## src/rtl/fifo_write_arbiter.sv

```systemverilog
`default_nettype none
// ============================================================================
// Module   : fifo_write_arbiter
// Purpose  : Arbitrates NUM_REQ write requesters onto one shared synchronous
//            FIFO. A granted requester owns the FIFO write port for a burst
//            of up to MAX_BURST words. Arbitration is round-robin by default.
//            Define FIFO_ARB_FIXED_PRIO_EN to build a fixed-priority
//            arbiter instead, where the lowest-index valid requester wins.
// Ports    : clk          - single clock, rising edge
//            rst          - synchronous active-high reset
//            req_valid    - per-requester data-valid flags [NUM_REQ]
//            req_data     - requester i word at [i*DATA_WIDTH +: DATA_WIDTH]
//            req_ready    - per-requester accept flags [NUM_REQ]
//            fifo_full    - full flag of the shared FIFO
//            fifo_w_en    - FIFO write enable (same cycle as the handshake)
//            fifo_data_in - FIFO write data (owner's word)
//            grant_id     - current owner index, meaningful while busy=1
//            busy         - high while a burst is in progress
// Revision : 1.0 - initial release
// ============================================================================
module fifo_write_arbiter #(
  parameter int DATA_WIDTH = 8,
  parameter int NUM_REQ    = 4,
  parameter int MAX_BURST  = 4
) (
  input  logic                          clk,
  input  logic                          rst,
  input  logic [NUM_REQ-1:0]            req_valid,
  input  logic [NUM_REQ*DATA_WIDTH-1:0] req_data,
  output logic [NUM_REQ-1:0]            req_ready,
  input  logic                          fifo_full,
  output logic                          fifo_w_en,
  output logic [DATA_WIDTH-1:0]         fifo_data_in,
  output logic [2:0]                    grant_id,
  output logic                          busy
);

  typedef enum logic [0:0] {
    IDLE  = 1'b0,
    BURST = 1'b1
  } state_t;

  localparam logic [7:0] C_LAST_CNT = 8'(MAX_BURST - 1);

  state_t          r_state;
  logic [2:0]      r_owner;
  logic [2:0]      r_rr_ptr;
  logic [7:0]      r_burst_cnt;

  logic            w_active;
  logic            w_owner_valid;
  logic [DATA_WIDTH-1:0] w_owner_data;
  logic            w_xfer;
  logic            w_found;
  logic [2:0]      w_sel;

  // Reset gates the outputs directly so that a reset arriving mid-burst
  // cannot issue one more write in the cycle it is asserted.
  assign w_active = (r_state == BURST) && !rst;

  // Owner's valid flag and data word, selected with constant indices only.
  always_comb begin
    w_owner_valid = 1'b0;
    w_owner_data  = '0;
    for (int i = 0; i < NUM_REQ; i++) begin
      if (r_owner == 3'(i)) begin
        w_owner_valid = req_valid[i];
        w_owner_data  = req_data[i*DATA_WIDTH +: DATA_WIDTH];
      end
    end
  end

  assign w_xfer = w_active && w_owner_valid && !fifo_full;

  always_comb begin
    req_ready = '0;
    for (int i = 0; i < NUM_REQ; i++) begin
      req_ready[i] = w_active && !fifo_full && (r_owner == 3'(i));
    end
  end

  assign fifo_w_en    = w_xfer;
  assign fifo_data_in = w_owner_data;
  assign busy         = w_active;
  assign grant_id     = rst ? 3'd0 : r_owner;

  // First valid requester searching upward from rr_ptr with wrap-around.
  // In the fixed-priority build rr_ptr is held at 0, so this same search
  // degenerates to lowest-index-wins.
  always_comb begin
    int base;
    base    = int'(r_rr_ptr);
    w_found = 1'b0;
    w_sel   = 3'd0;
    for (int k = 0; k < NUM_REQ; k++) begin
      for (int i = 0; i < NUM_REQ; i++) begin
        if (!w_found && (((base + k) % NUM_REQ) == i) && req_valid[i]) begin
          w_found = 1'b1;
          w_sel   = 3'(i);
        end
      end
    end
  end

`ifndef FIFO_ARB_FIXED_PRIO_EN
  logic [2:0] w_next_ptr;
  assign w_next_ptr = (r_owner == 3'(NUM_REQ - 1)) ? 3'd0 : r_owner + 3'd1;
`endif

  always_ff @(posedge clk) begin
    if (rst) begin
      r_state     <= IDLE;
      r_owner     <= 3'd0;
      r_rr_ptr    <= 3'd0;
      r_burst_cnt <= 8'd0;
    end else begin
      case (r_state)
        IDLE: begin
          // fifo_full deliberately does not hold off the grant.
          if (w_found) begin
            r_owner     <= w_sel;
            r_burst_cnt <= 8'd0;
            r_state     <= BURST;
          end
        end
        BURST: begin
          if (!w_owner_valid) begin
            r_state <= IDLE;
`ifndef FIFO_ARB_FIXED_PRIO_EN
            r_rr_ptr <= w_next_ptr;
`endif
          end else if (w_xfer) begin
            r_burst_cnt <= r_burst_cnt + 8'd1;
            if (r_burst_cnt == C_LAST_CNT) begin
              r_state <= IDLE;
`ifndef FIFO_ARB_FIXED_PRIO_EN
              r_rr_ptr <= w_next_ptr;
`endif
            end
          end
          // Owner valid but FIFO full: stall, burst and count unchanged.
        end
        default: r_state <= IDLE;
      endcase
    end
  end

endmodule
`default_nettype wire

```

## config.mk

```make
export PLATFORM = sky130hd
export DESIGN_NAME = fifo_write_arbiter
export DESIGN_NICKNAME = d
export VERILOG_FILES = /design/src/rtl/fifo_write_arbiter.sv
export SDC_FILE = /design/constraint.sdc
export NUM_CORES = 1
export LEC_CHECK = 0
export BUFFER_PORTS_ARGS = -buffer_cell sky130_fd_sc_hd__buf_2
export CAP_MARGIN = 10
export CORE_AREA = 2 2 61 49
export CTS_CLUSTER_SIZE = 16
export DETAILED_ROUTE_END_ITERATION = 12
export DIE_AREA = 0 0 63 51
export PLACE_DENSITY_LB_ADDON = 0.1
export SLEW_MARGIN = 20
export SYNTH_ARGS = -nofsm -noshare
export SYNTH_HDL_FRONTEND = slang
export SYNTH_SLANG_ARGS = --single-unit
export TNS_END_PERCENT = 50
```

## constraint.sdc

```tcl
create_clock -name clk -period 3.5 [get_ports clk]
set_input_delay 0.35 -clock clk [delete_from_list [all_inputs] [get_ports clk]]
set_output_delay 0.35 -clock clk [all_outputs]
set_load 0.01 [all_outputs]
```

==> summary by stage <==
Floorplanning
From bottom edge to top edge, the die measures 51 um. The core footprint is 2700 um^2. In this run the core area contains 17 standard-cell rows.

The die covers 3210 um^2. 56 I/O pins were placed. The starting density of the core is 41.9%. The floorplan step set the die width to 63 um.

Routing
The post-detailed-route wirelength per cell is 13.1 um. The first detailed-routing pass ran for 4 iterations. In this run, the number of DRC markers left after iteration 0 of detailed routing was 35.

The routed via count is 1,288. The routed wire length is 3.06 mm. The number of vias per cell after detailed routing is 5.50.

After detailed routing, the number of remaining DRC violations is 0. The antenna violation net count after detailed routing is 0.

Critical path
The endpoint of the worst register-to-register path is r_burst_cnt[2]. The critical path contains buffers and inverters numbering 2 combined. The critical path crosses 6 cells after its start point. The number of cells on the worst reg-to-reg path is 5. The critical-path maximum fanout is 19. The worst register-to-register path begins at r_owner[0]. The critical path goes through inv_1 -> ha_1 -> a211oi_1 -> a211o_1 -> nor2_1 -> buf_2. The slowest stage of the critical path is the sky130_fd_sc_hd__a211oi_1 cell. The data required time of the critical path is 3150 ps. The worst setup path is of the reg2out kind. Across all register-to-register paths, the minimum setup slack is 1160 ps. Following the worst setup path forward leads to its endpoint at fifo_w_en. The arrival time at the worst endpoint is 2160 ps. The critical path launch point is r_owner[0]. The critical path startpoint category is a register. The element type at the critical path end is an output pin. In this design, the stage delay of the slowest critical-path cell is 420 ps. The gate family responsible for the most delay along the worst path is compound AO/OA/AOI/OAI gates.

Clocking
The hold buffer count at CTS is 0. The clock-pin transition on the worst setup and hold timing paths is 90 ps. The CTS root buffer is sky130_fd_sc_hd__clkbuf_4. The total clock sinks is 13.

In this run the number of H-tree levels came out at 1. The clock reaches the later pin of the worst-skew pair after 280 ps. The quantity of gates resized following cts is 0. In this run the deepest clock path goes through 2 buffers. In this run, CTS created clock tree buffers numbering 3. TritonCTS built the clock tree. The number of post-CTS setup repair buffers is 0.

Pwr
The leakage dissipation is 0.618 nW. Summed over all nets, the switching power comes to 0.000154 W. The worst ir drop on vdd is 0.165 mV.

The clock network accounts for 22.5% of the total power. The share of power burned in combinational logic is 39.1%. The portion of total power attributed to sequential cells is 38.4%. The total power per unit cell area is 299 nW/um^2. The total power draw is 0.000426 W. The internal power summed over all cells is 0.000272 W. Of the total power, the share spent switching nets is 36.2%.

Run status
The run finished with clean final reports.

Timing
Summed over all failing endpoints, the final setup total negative slack is 0 ps. On the final layout, the worst hold slack is 457 ps. Measured against its own limit, the worst slew margin works out to 55.9%.

For the final database, setup skew stands at 4.82 ps. The final critical path takes up 71.6% of the cycle. The final-report max-slew violation count came to 0. For the pin with the worst max-slew slack, the measured transition is 661 ps. The final-report hold violation count came to 0.

The total of endpoints with negative setup slack in the final report is 0. The time the final worst path needs with I/O delays and setup is 2510 ps. Timing would allow up to 399 MHz. Setup repair after global routing left no endpoint under its margin.

Cells and area
The fraction of final layout cells sized beyond drive strength 1 is 31.1%. 0 antenna diodes ended up in the layout. The filler cells instantiated in the layout total 277.

The net count of the finished layout is 241. The area overhead of the layout relative to synthesis is 25.9%. Once layout is complete, the cells apart from fillers number 234.

The multi-input combinational cells in the finished layout cover a total of 796 um^2. The final core utilization is 52.7%. The sequential cells in the finished layout cover a total of 260 um^2.

Place
The number of buffers inserted by port buffering is 54. At the end of routability-driven placement, the weighted congestion stood at 0.747. The number of instances in the placed design is 230. Detailed placement finished with a half-perimeter wire length of 2.39 mm.

Global route
The via count of the first global-routing pass is 1,107. Entering global routing, the biggest net connects 22 pins. Global routing used 18.9% of the available tracks. The number of antenna violations at the first check in global routing is 0. For this run the aggregate overflow at the end of global routing stands at 0.

The wire length of the first global-routing pass is 4.93 mm.

Synthesis
The number of flops mapped to enable cells by yosys is 0. The fraction of the yosys area taken by sequential cells is 23.0%. The share of synthesized area in the top cell type comes to 23.0%. The number of nets in the synthesized netlist is 192. Sorting the synthesized cells by area gives the leading types as sky130_fd_sc_hd__dfxtp_1 (23%), sky130_fd_sc_hd__nor2b_1 (6.6%), sky130_fd_sc_hd__ha_1 (5.5%).

Synthesis instantiated 43 different standard cells from the library. The prevailing post-synth register cell is sky130_fd_sc_hd__dfxtp_1. The synthesis warning total is 0. The synthesized cell area is 1130 um^2. The flip-flop and latch count after synthesis is 13.

Summed over all instances, the cell type with the most area after synthesis is sky130_fd_sc_hd__dfxtp_1. The average instance in the mapped netlist occupies 7.64 um^2. Synthesis produced 148 cells. The async set or reset register ratio after synthesis is 0%.

Run
Max-cap violations in this run came to 0.

Hold path
In this run the worst hold path is classified as in2reg.
per-stage QoR:
stage,instance area [um^2],setup WS (ps)
global placement,1400,1290
global route,1420,715
CTS,1420,945
detailed placement,1400,1190
floorplan,1130,1560
finish,1420,992
power by group through the flow:
stage | Combinational, W | Clock [W] | Sequential [W]
final | 0.000167 | 0.0000959 | 0.000164
after detailed placement | 0.000168 | 0 | 0.000167
after floorplan | 0.000114 | 0 | 0.000162
after global routing | 0.000185 | 0.000107 | 0.000165
after global placement | 0.000164 | 0 | 0.000166
after CTS | 0.000168 | 0.0000995 | 0.000163
Yosys cell counts (2+ instances only):
cell type,count
sky130_fd_sc_hd__buf_2,3
sky130_fd_sc_hd__a211oi_2,2
sky130_fd_sc_hd__inv_1,6
sky130_fd_sc_hd__nand2_1,16
sky130_fd_sc_hd__ha_1,5
sky130_fd_sc_hd__or3_1,2
sky130_fd_sc_hd__nand3_1,4
sky130_fd_sc_hd__mux2i_1,3
sky130_fd_sc_hd__o21ai_1,2
sky130_fd_sc_hd__o31ai_1,8
sky130_fd_sc_hd__o221ai_1,2
sky130_fd_sc_hd__nor2_1,7
sky130_fd_sc_hd__and2_1,4
sky130_fd_sc_hd__o211ai_1,2
sky130_fd_sc_hd__a21oi_1,7
sky130_fd_sc_hd__nand2b_1,4
sky130_fd_sc_hd__a31oi_1,2
sky130_fd_sc_hd__a221oi_1,7
sky130_fd_sc_hd__nand3b_1,4
sky130_fd_sc_hd__dfxtp_1,13
sky130_fd_sc_hd__a211o_1,3
sky130_fd_sc_hd__nor2b_1,12
sky130_fd_sc_hd__a21o_1,2
sky130_fd_sc_hd__clkbuf_1,4
sky130_fd_sc_hd__a311oi_1,2
sky130_fd_sc_hd__nor3_1,5
worst register-to-register path: stages (launching register included):
cell                       delay [ps]
sky130_fd_sc_hd__dfxtp_1          410
sky130_fd_sc_hd__ha_1             610
sky130_fd_sc_hd__a211oi_1         160
sky130_fd_sc_hd__a211o_1          450
sky130_fd_sc_hd__or3_1            410
sky130_fd_sc_hd__a211oi_2         220
worst min path at each step:
stage | start | end | slack, ps | depth (start not counted)
after CTS | req_valid[3] | r_burst_cnt[6] | 440 | 4
after floorplan | r_burst_cnt[7] | r_burst_cnt[7] | 440 | 1
after detailed placement | r_burst_cnt[7] | r_burst_cnt[7] | 480 | 1
after global routing | fifo_full | r_burst_cnt[6] | 470 | 4
final | req_valid[3] | r_burst_cnt[6] | 460 | 4
after global placement | r_burst_cnt[7] | r_burst_cnt[7] | 470 | 1
placed cells by master (no fill, tap or decap), types with 5 or more instances in the layout:
master and instances:
sky130_fd_sc_hd__nor3_1 5, sky130_fd_sc_hd__a21oi_1 7, sky130_fd_sc_hd__nor2b_1 12, sky130_fd_sc_hd__buf_2 54, sky130_fd_sc_hd__dfxtp_1 13, sky130_fd_sc_hd__o31ai_1 8, sky130_fd_sc_hd__nor2_1 7, sky130_fd_sc_hd__inv_1 6
sky130_fd_sc_hd__nand2_1 16, sky130_fd_sc_hd__ha_1 5, sky130_fd_sc_hd__a221oi_1 7
state kept, by name, summed over array words and instances, names as in the netlist:
name and flops:
r_owner 2, r_rr_ptr 2, r_state 1, r_burst_cnt 8
logic make-up (layout without fill, tap and decap cells):
kind of cell    Yosys count  after routing  share of synthesized area, %
flops                    13             13                          23.0
fa+ha+maj                 5              5                          5.53
simple gates             66             66                          32.1
other cells               1              1                         0.332
mux                       4              4                          3.65
buf+inv                  16             64                          6.64
compound gates           43             43                          28.8
cell type report:
class | instances | share of cell area (%)
clock buffers | 3 | 1.58
clock inverters | 1 | 0.351
inverters | 6 | 1.58
multi-input cells | 119 | 55.9
flip-flops and latches | 13 | 18.3
well taps | 38 | 3.34
repair buffers | 54 | 19.0
routing by layer:
metal  track usage (%)  share of wire [%]  vias to the layer above
li1                  -                  -                      644
met1              23.6                 46                      584
met2              33.5                 46                       56
met3              6.17                7.8                        4
met4              1.11               0.46                        0
met5                 0                  0                        -
Power figures use the tool's default switching activity.
